[src/rtl/diff_freq_serial_in.sv]
`timescale 1ns/1ps
// diff_freq_serial_in
// Receive side of the dual-frequency serial link. Deserialises a DATA_BIT
// frame, LSB first, from an idle-low line. Each bit lasts TICK_20K_HZ or
// TICK_10K_HZ clocks, chosen by i_sel_freq at frame start and at every bit
// boundary. The start/stop/mode controls match the transmitter, so one
// controller can drive both ends in lockstep.
//
// Build option: define MAJORITY_VOTE_EN to decide each bit by a 2-of-3 vote
// over the samples around mid-bit. This rejects single-cycle glitches. Output
// timing is the same with and without the option.
//
// rst_n is asynchronous and active-high; the name is kept as it is used
// elsewhere in the codebase.
module diff_freq_serial_in #(
   parameter int DATA_BIT    = 8,
   parameter int TICK_10K_HZ = 1000,
   parameter int TICK_20K_HZ = 500
) (
   input  logic                clk,
   input  logic                rst_n,
   input  logic                i_sel_freq,
   input  logic                i_start,
   input  logic                i_stop,
   input  logic                i_mode,
   input  logic                i_serial,
   output logic                o_bit_tick,
   output logic [DATA_BIT-1:0] o_data,
   output logic                o_done_tick,
   output logic                o_busy
);

   localparam int CNT_W = $clog2((TICK_10K_HZ > TICK_20K_HZ) ? TICK_10K_HZ : TICK_20K_HZ);
   localparam int BIT_W = (DATA_BIT > 1) ? $clog2(DATA_BIT) : 1;

   // Per-speed counter landmarks: last count, the count before it, and mid-bit
   localparam logic [CNT_W-1:0] LO_LAST = CNT_W'(TICK_10K_HZ - 1);
   localparam logic [CNT_W-1:0] HI_LAST = CNT_W'(TICK_20K_HZ - 1);
   localparam logic [CNT_W-1:0] LO_PRE  = CNT_W'(TICK_10K_HZ - 2);
   localparam logic [CNT_W-1:0] HI_PRE  = CNT_W'(TICK_20K_HZ - 2);
   localparam logic [CNT_W-1:0] LO_MID  = CNT_W'(TICK_10K_HZ / 2);
   localparam logic [CNT_W-1:0] HI_MID  = CNT_W'(TICK_20K_HZ / 2);
   localparam logic [BIT_W-1:0] LAST_BIT = BIT_W'(DATA_BIT - 1);

   typedef enum logic [0:0] {
      IDLE = 1'b0,
      RECV = 1'b1
   } state_t;

`ifdef MAJORITY_VOTE_EN
   // Two-of-three majority of the samples taken around mid-bit
   function automatic logic maj3(input logic a, input logic b, input logic c);
      return (a & b) | (a & c) | (b & c);
   endfunction
`endif

   state_t                state_q,     state_d;
   logic                  sync1_q,     sync1_d;
   logic                  sync2_q,     sync2_d;
   logic                  sel_q,       sel_d;
   logic                  mode_q,      mode_d;
   logic [CNT_W-1:0]      cnt_q,       cnt_d;
   logic [BIT_W-1:0]      bit_cnt_q,   bit_cnt_d;
   logic [DATA_BIT-1:0]   shift_q,     shift_d;
   logic [DATA_BIT-1:0]   data_q,      data_d;
   logic                  bit_tick_q,  bit_tick_d;
   logic                  done_tick_q, done_tick_d;
   logic                  busy_q,      busy_d;
`ifdef MAJORITY_VOTE_EN
   logic                  samp_a_q,    samp_a_d;
   logic                  samp_b_q,    samp_b_d;
`endif

   logic [CNT_W-1:0]      last_s;
   logic [CNT_W-1:0]      pre_s;
   logic [CNT_W-1:0]      mid_s;

   // Counter landmarks for the bit currently being received
   always_comb begin
      if (sel_q) begin
         last_s = HI_LAST;
         pre_s  = HI_PRE;
         mid_s  = HI_MID;
      end else begin
         last_s = LO_LAST;
         pre_s  = LO_PRE;
         mid_s  = LO_MID;
      end
   end

   // Next-state logic: synchroniser, bit timing, sampling and frame completion
   always_comb begin
      state_d     = state_q;
      sync1_d     = i_serial;
      sync2_d     = sync1_q;
      sel_d       = sel_q;
      mode_d      = mode_q;
      cnt_d       = cnt_q;
      bit_cnt_d   = bit_cnt_q;
      shift_d     = shift_q;
      data_d      = data_q;
      bit_tick_d  = 1'b0;
      done_tick_d = 1'b0;
`ifdef MAJORITY_VOTE_EN
      samp_a_d    = samp_a_q;
      samp_b_d    = samp_b_q;
`endif
      case (state_q)
         IDLE: begin
            sel_d     = i_sel_freq;
            mode_d    = i_mode;
            cnt_d     = '0;
            bit_cnt_d = '0;
            if (i_start && !i_stop) begin
               state_d = RECV;
            end else begin
               state_d = IDLE;
            end
         end
         RECV: begin
            if (i_stop) begin
               // Abort: the partial frame is dropped and o_data is left alone
               state_d   = IDLE;
               cnt_d     = '0;
               bit_cnt_d = '0;
            end else begin
`ifdef MAJORITY_VOTE_EN
               if (cnt_q == (mid_s - CNT_W'(1))) begin
                  samp_a_d = sync2_q;
               end else begin
                  samp_a_d = samp_a_q;
               end
               if (cnt_q == mid_s) begin
                  samp_b_d = sync2_q;
               end else begin
                  samp_b_d = samp_b_q;
               end
               if (cnt_q == (mid_s + CNT_W'(1))) begin
                  shift_d[bit_cnt_q] = maj3(samp_a_q, samp_b_q, sync2_q);
               end else begin
                  shift_d = shift_q;
               end
`else
               if (cnt_q == mid_s) begin
                  shift_d[bit_cnt_q] = sync2_q;
               end else begin
                  shift_d = shift_q;
               end
`endif
               // Ticks are set one count early so the registered pulses
               // line up with count P-1
               if (cnt_q == pre_s) begin
                  bit_tick_d = 1'b1;
                  if (bit_cnt_q == LAST_BIT) begin
                     done_tick_d = 1'b1;
                     data_d      = shift_q;
                  end else begin
                     done_tick_d = 1'b0;
                  end
               end else begin
                  bit_tick_d = 1'b0;
               end
               if (cnt_q == last_s) begin
                  cnt_d = '0;
                  sel_d = i_sel_freq;
                  if (bit_cnt_q == LAST_BIT) begin
                     bit_cnt_d = '0;
                     if (mode_q) begin
                        state_d = RECV;
                     end else begin
                        state_d = IDLE;
                     end
                  end else begin
                     bit_cnt_d = bit_cnt_q + BIT_W'(1);
                  end
               end else begin
                  cnt_d = cnt_q + CNT_W'(1);
               end
            end
         end
         default: begin
            state_d   = IDLE;
            cnt_d     = '0;
            bit_cnt_d = '0;
         end
      endcase
      busy_d = (state_d == RECV);
   end

   // State and output registers with asynchronous active-high reset
   always_ff @(posedge clk or posedge rst_n) begin
      if (rst_n) begin
         state_q     <= IDLE;
         sync1_q     <= 1'b0;
         sync2_q     <= 1'b0;
         sel_q       <= 1'b0;
         mode_q      <= 1'b0;
         cnt_q       <= '0;
         bit_cnt_q   <= '0;
         shift_q     <= '0;
         data_q      <= '0;
         bit_tick_q  <= 1'b0;
         done_tick_q <= 1'b0;
         busy_q      <= 1'b0;
`ifdef MAJORITY_VOTE_EN
         samp_a_q    <= 1'b0;
         samp_b_q    <= 1'b0;
`endif
      end else begin
         state_q     <= state_d;
         sync1_q     <= sync1_d;
         sync2_q     <= sync2_d;
         sel_q       <= sel_d;
         mode_q      <= mode_d;
         cnt_q       <= cnt_d;
         bit_cnt_q   <= bit_cnt_d;
         shift_q     <= shift_d;
         data_q      <= data_d;
         bit_tick_q  <= bit_tick_d;
         done_tick_q <= done_tick_d;
         busy_q      <= busy_d;
`ifdef MAJORITY_VOTE_EN
         samp_a_q    <= samp_a_d;
         samp_b_q    <= samp_b_d;
`endif
      end
   end

   assign o_bit_tick  = bit_tick_q;
   assign o_done_tick = done_tick_q;
   assign o_data      = data_q;
   assign o_busy      = busy_q;

endmodule
[config.mk]
export PLATFORM = sky130hd
export DESIGN_NAME = diff_freq_serial_in
export DESIGN_NICKNAME = d
export VERILOG_FILES = /design/src/rtl/diff_freq_serial_in.sv
export SDC_FILE = /design/constraint.sdc
export NUM_CORES = 1
export LEC_CHECK = 0
export ABC_AREA = 1
export CAP_MARGIN = 40
export CORE_MARGIN = 5
export CORE_UTILIZATION = 47
export DETAILED_ROUTE_END_ITERATION = 8
export PLACE_DENSITY_LB_ADDON = 0.1
export SYNTH_ARGS = -nofsm -noshare
export SYNTH_HDL_FRONTEND = slang
export SYNTH_SLANG_ARGS = --single-unit
[constraint.sdc]
create_clock -name clk -period 2.6 [get_ports clk]
set_input_delay 0.26 -clock clk [delete_from_list [all_inputs] [get_ports clk]]
set_output_delay 0.26 -clock clk [all_outputs]
set_load 0.02 [all_outputs]
==> impl_metrics.json, run 1 <==
{
  "cts_buffers": 5,
  "port_buffers": 17,
  "dr_wl_met2_mm": 1.60,
  "whs_endpoint": "sync2_q$_DFF_PP0_",
  "ys_ff_latch": 36,
  "route.detailed.drc": 0,
  "worst-path-max-fanout": 7,
  "grt_pass1_wl_mm": 6.24,
  "path_buf_inv": 1,
  "worstMarginPinSlew_ps": 460,
  "start_util_pct": 49.5,
  "ys_seq_area_share_pct": 48.6,
  "n_antenna_cell": 0,
  "drt-initial-drc-count": 111,
  "maxCapViolCount": 0,
  "met3RoutedLength_um": 169,
  "fin_crit_sh_pct": 63.6,
  "drt_wl_total_mm": 3.50,
  "layout_min_cycle_time_ps": 1650,
  "cts.sinks": 36,
  "die_w_um": 72.8,
  "routedLengthMet1_mm": 1.72,
  "layout.cells.non_filler": 296,
  "r2r_end": "o_data[6]$_DFFE_PP0P_",
  "vias": 1477,
  "gp_congestion": 0.872,
  "postCtsHoldBufs": 0,
  "worstHoldStart": "sync1_q$_DFF_PP0_",
  "n_fill_cell": 364,
  "crit_required_ps": 2340,
  "gr-usage-all-layers_pct": 15.0,
  "worst_r2r_startpoint": "bit_cnt_q[0]$_DFFE_PP0P_",
  "hold_depth": 0,
  "status": "completed",
  "grt_max_degree": 37,
  "fin_setup_tns_ps": 0,
  "synth_cell_type_count": 26,
  "maxSlewHeadroom_pct": 69.3,
  "hp-class": "flop to flop",
  "die_h_um": 72.8,
  "peakVddDrop_uv": 291,
  "yosysWarnings": 0,
  "dp.cells": 288,
  "syn-mean-instance-area_sq_um": 8.27,
  "drive_above_1_share_pct": 14.1,
  "clk_pin_slew_ps": 70,
  "syn_inst": 224,
  "clock_latency_ps": 280,
  "critPathTopFamily": "buffers and inverters",
  "clock-root-buffer": "clkbuf_8",
  "ff2ff_setup_slack_ps": 1020,
  "synth_nets": 235,
  "p_leak_nw": 1.03,
  "firstDrtPassIters": 4,
  "avgRoutedWirePerCell_um": 11.8,
  "finClkSkew_ps": 2.65,
  "reg2regPathDepth": 5,
  "hold_ws_ps": 357,
  "regArea_sq_um": 901,
  "core_sq_um": 3740,
  "rsz0062_at_grt": "false",
  "cp-start-kind": "flop",
  "grt_pass1_vias": 1404,
  "p_per_area_nw_per_um2": 535,
  "crit_slowest_cell": "clkdlybuf4s50_1",
  "setup_viol": 0,
  "topRoutingLayerUsed": "met4",
  "path_class": "flop to output pin",
  "die-area_sq_um": 5300,
  "max_freq_mhz": 605,
  "finalPower_mw": 1.18,
  "io_pins": 18,
  "hold_violations": 0,
  "layout.nets": 258,
  "ant_nets": 0,
  "slew_violations": 0,
  "crit_chain": "clkdlybuf4s50_1",
  "multi_input_area_sq_um": 782,
  "tritoncts": "built",
  "vias_per_cell": 4.99,
  "dp_hpwl_mm": 2.51,
  "end_kind": "output pin",
  "overflow": 0,
  "crit_arrival_ps": 1390,
  "areaGrowthSynthToFinish_pct": 18.8,
  "antenna_found_initial": 0,
  "rows": 22,
  "cts_setup_buffers": 0,
  "clockBufferDepth": 2,
  "ctsResizeCount": 0,
  "worst_path_largest_cell_delay_ps": 650,
  "htree_levels": 2,
  "netlist_area_sq_um": 1850
}
[worst max path at each step]
stage / start / endpoint / cells past startpoint
3_5_place_dp: i_stop / o_data[6]$_DFFE_PP0P_ / 9
6_report: o_busy$_DFF_PP0_ / o_busy / 1
4_1_cts: o_busy$_DFF_PP0_ / o_busy / 1
5_1_grt: bit_cnt_q[0]$_DFFE_PP0P_ / o_data[3]$_DFFE_PP0P_ / 5
2_1_floorplan: o_busy$_DFF_PP0_ / o_data[0]$_DFFE_PP0P_ / 8
3_3_place_gp: i_stop / o_data[7]$_DFFE_PP0P_ / 9
[state kept, by name, summed over array words and instances (netlist names)]
signal and count:
o_bit_tick 1, o_data 8, shift_q 8, cnt_q 10, bit_cnt_q 3, o_busy 1
o_done_tick 1, sync2_q 1, sync1_q 1, mode_q 1, sel_q 1
[synthesized netlist by cell type]
library cell / count / share of area [%]
nand2_1: 49 / 9.9
nand4_1: 17 / 5.7
o21ai_2: 8 / 3.8
nor4_1: 1 / 0.34
nor2_1: 27 / 5.5
dfrtp_1: 36 / 49
nand2_4: 1 / 0.61
nor2_4: 2 / 1.2
clkbuf_1: 1 / 0.20
nor3_1: 2 / 0.54
inv_1: 38 / 7.7
nand3_4: 1 / 0.95
buf_6: 1 / 0.61
o21ai_0: 1 / 0.27
nand2_2: 5 / 1.7
nor2_2: 5 / 1.7
nand3_2: 2 / 1.1
xnor2_1: 1 / 0.47
a21oi_1: 4 / 1.1
nand3_1: 11 / 3.0
o21ai_1: 1 / 0.27
inv_2: 1 / 0.20
ha_1: 4 / 2.7
clkinv_2: 1 / 0.27
xor2_1: 3 / 1.4
clkinv_1: 1 / 0.20
[final cells by class]
class	count	share of cell area (%)
repair buffers	18	8.07
multi-input cells	145	35.5
clock inverters	1	1.36
clock buffers	7	4.38
flip-flops and latches	36	40.9
inverters	41	7.05
well taps	48	2.73
[layout by cell type (no fill, tap or decap), types with 2 or more instances in the layout]
cell type | Yosys | final
a21oi_1 | 4 | 4
clkbuf_8 | 0 | 7
clkdlybuf4s50_1 | 0 | 17
dfrtp_1 | 36 | 36
ha_1 | 4 | 4
inv_1 | 38 | 38
nand2_1 | 49 | 49
nand2_2 | 5 | 5
nand3_1 | 11 | 11
nand3_2 | 2 | 2
nand4_1 | 17 | 17
nor2_1 | 27 | 27
nor2_2 | 5 | 5
nor2_4 | 2 | 2
nor3_1 | 2 | 2
o21ai_2 | 8 | 8
xor2_1 | 3 | 3
[cell families after synthesis]
group	share of synthesized area [%]
buffers and inverters	9.18
DFF	48.6
AOI/OAI and AO/OA	5.40
xor gates and xnor gates	1.89
adders and majority gates	2.70
and+or+nand+nor	32.2
[per-layer routing]
layer / vias up / track usage (%)
met3: 4 / 4.13
met2: 33 / 23.2
met4: 0 / 4.30
met5: - / 0
met1: 688 / 20.6
li1: 752 / -
[metrics by stage]
stage | cell area [sq um] | setup WS, ps | util (%)
3_5_place_dp | 2080 | 766 | 55.4
6_report | 2200 | 948 | 58.8
3_3_place_gp | 2080 | 782 | 55.4
4_1_cts | 2200 | 920 | 58.8
5_1_grt | 2200 | 864 | 58.8
2_1_floorplan | 1850 | 1140 | -
[report_power, final]
group,switching (mW),internal (mW),total [mW]
clock,0.195,0.338,0.534
combinational,0.0427,0.0226,0.0653
sequential,0.0121,0.567,0.580
Power figures use the tool's default switching activity.
==> inputs of run 2 (changes only) <==
Clock period 2.6 ns to 1.68 ns, I/O delays scaled along.
==> run 2 against run 1 <==
Compared with the run above:
- total power grew 49%
- register-to-register slack worse by 880 ps
- cell count up 1.4%
- largest cell class unchanged
- clock-buffer cell count shrank 1
- non-clock buffer count grew 4
- via count fell by 1.2%
- utilization rose by 0.30 points
- critical endpoint unchanged
- hold slack got worse by 71 ps
- clock power increased by 40%
- die area unchanged
- sequential power is 54% higher
==> impl_metrics.json, run 2 (same netlist as run 1, synthesis figures left out) <==
{
  "status": "completed",
  "largest_reg_flops": 10,
  "worst_slack_ps": 98.1,
  "vias_per_cell": 4.86,
  "hold_ws_ps": 286,
  "worst-path-max-fanout": 6,
  "n_antenna_cell": 0,
  "crit_slowest_cell": "clkdlybuf4s50_1",
  "slew_violations": 0,
  "die-area_sq_um": 5300,
  "top_register": "cnt_q",
  "place_ws_ps": 4.97,
  "crit_arrival_ps": 1410,
  "crit_chain": "buf_4 -> clkdlybuf4s50_1",
  "worst_path_largest_cell_delay_ps": 600,
  "peakVddDrop_uv": 328,
  "routedLengthMet1_mm": 1.79,
  "topRoutingLayerUsed": "met4",
  "max_freq_mhz": 632,
  "grt_max_degree": 37,
  "htree_levels": 2,
  "layout_commonest_cell": "nand2_1",
  "final_cell_mix": "nand2_1, inv_1, dfrtp_1, nor2_1",
  "p_per_area_nw_per_um2": 792,
  "fin_setup_tns_ps": 0,
  "cts.sinks": 36,
  "layout.cells.non_filler": 300,
  "die_h_um": 72.8,
  "crit_required_ps": 1510,
  "hold_violations": 0,
  "setup_viol": 0,
  "ctsResizeCount": 0,
  "dp.cells": 292,
  "vias": 1459,
  "overflow": 0,
  "finalPower_mw": 1.75,
  "firstDrtPassIters": 4,
  "drt-initial-drc-count": 61,
  "gp_congestion": 0.784,
  "ant_nets": 0,
  "grt_pass1_wl_mm": 6.15,
  "layout.nets": 262,
  "port_buffers": 17,
  "hp-class": "input port to async pin",
  "grt_pass1_vias": 1362,
  "cts_buffers": 5,
  "start_util_pct": 49.5,
  "cts_setup_buffers": 0,
  "route.detailed.drc": 0,
  "core_sq_um": 3740,
  "met3RoutedLength_um": 173,
  "p_leak_nw": 1.04,
  "rsz0062_at_grt": "false",
  "layout_min_cycle_time_ps": 1580,
  "drive_above_1_share_pct": 15.1,
  "maxCapViolCount": 0,
  "dr_wl_met2_mm": 1.58,
  "worstMarginPinSlew_ps": 453,
  "ff2ff_setup_slack_ps": 140,
  "clock-root-buffer": "clkbuf_8",
  "antenna_found_initial": 0,
  "avgRoutedWirePerCell_um": 11.9,
  "rows": 22,
  "gr-usage-all-layers_pct": 14.9,
  "maxSlewHeadroom_pct": 69.8,
  "fin_crit_sh_pct": 94.2,
  "clk_pin_slew_ps": 70,
  "areaGrowthSynthToFinish_pct": 19.4,
  "path_class": "flop to output pin",
  "postCtsHoldBufs": 0,
  "clockBufferDepth": 2,
  "io_pins": 18,
  "tritoncts": "built",
  "finClkSkew_ps": 4.65,
  "dp_hpwl_mm": 2.52,
  "end_kind": "output pin",
  "cp-start-kind": "flop",
  "drt_wl_total_mm": 3.56,
  "die_w_um": 72.8,
  "clock_latency_ps": 290
}
-- run 2: power by group --
part           leakage (nW)  internal [mW]  switching [mW]  total [mW]
combinational         0.536         0.0420          0.0748       0.117
clock                0.0552          0.440           0.305       0.745
sequential            0.449          0.878          0.0121       0.891
-- run 2: final timing paths --
check                                   start                    end  depth (start not counted)
max                          o_busy$_DFF_PP0_                 o_busy                          2
min                                     rst_n     cnt_q[3]$_DFF_PP0_                          3
max reg2reg                cnt_q[5]$_DFF_PP0_  o_data[4]$_DFFE_PP0P_                          7
min reg2reg                 sync1_q$_DFF_PP0_      sync2_q$_DFF_PP0_                          0
max in group asynchronous               rst_n  o_data[1]$_DFFE_PP0P_                          3
min in group clk                     i_serial      sync1_q$_DFF_PP0_                          1
-- run 2: stage by stage --
step	instance area (sq um)	utilization (%)
3_3_place_gp	2110	56.3
2_1_floorplan	1850	-
3_5_place_dp	2110	56.3
5_1_grt	2210	59.1
4_1_cts	2210	59.1
6_report	2210	59.1
-- run 2: layout make-up --
class,instances,area [sq um]
Inverter,41,155
Sequential cell,36,901
Fill cell,367,1530
Tap cell,48,60.1
Timing Repair Buffer,22,208
Clock buffer,6,72.6
Clock inverter,2,35.0
Multi-Input combinational cell,145,782
-- run 2: layer usage --
layer / track usage [%] / vias to the layer above
met1: 21.0 / 662
met3: 4.27 / 2
li1: - / 768
met2: 22.0 / 27
met5: 0 / -
met4: 4.92 / 0
-- run 2: critical path: cells and delay by family (launching register included) --
kind / cells / cell delay [ps]
buffers and inverters: 2 / 750
DFF: 1 / 370
==> inputs of run 3 (changes only) <==
Settings changed: SKIP_LAST_GASP set to 1.
==> results of run 3 <==
Final layout, timing and power as in run 2 (identical DEF).
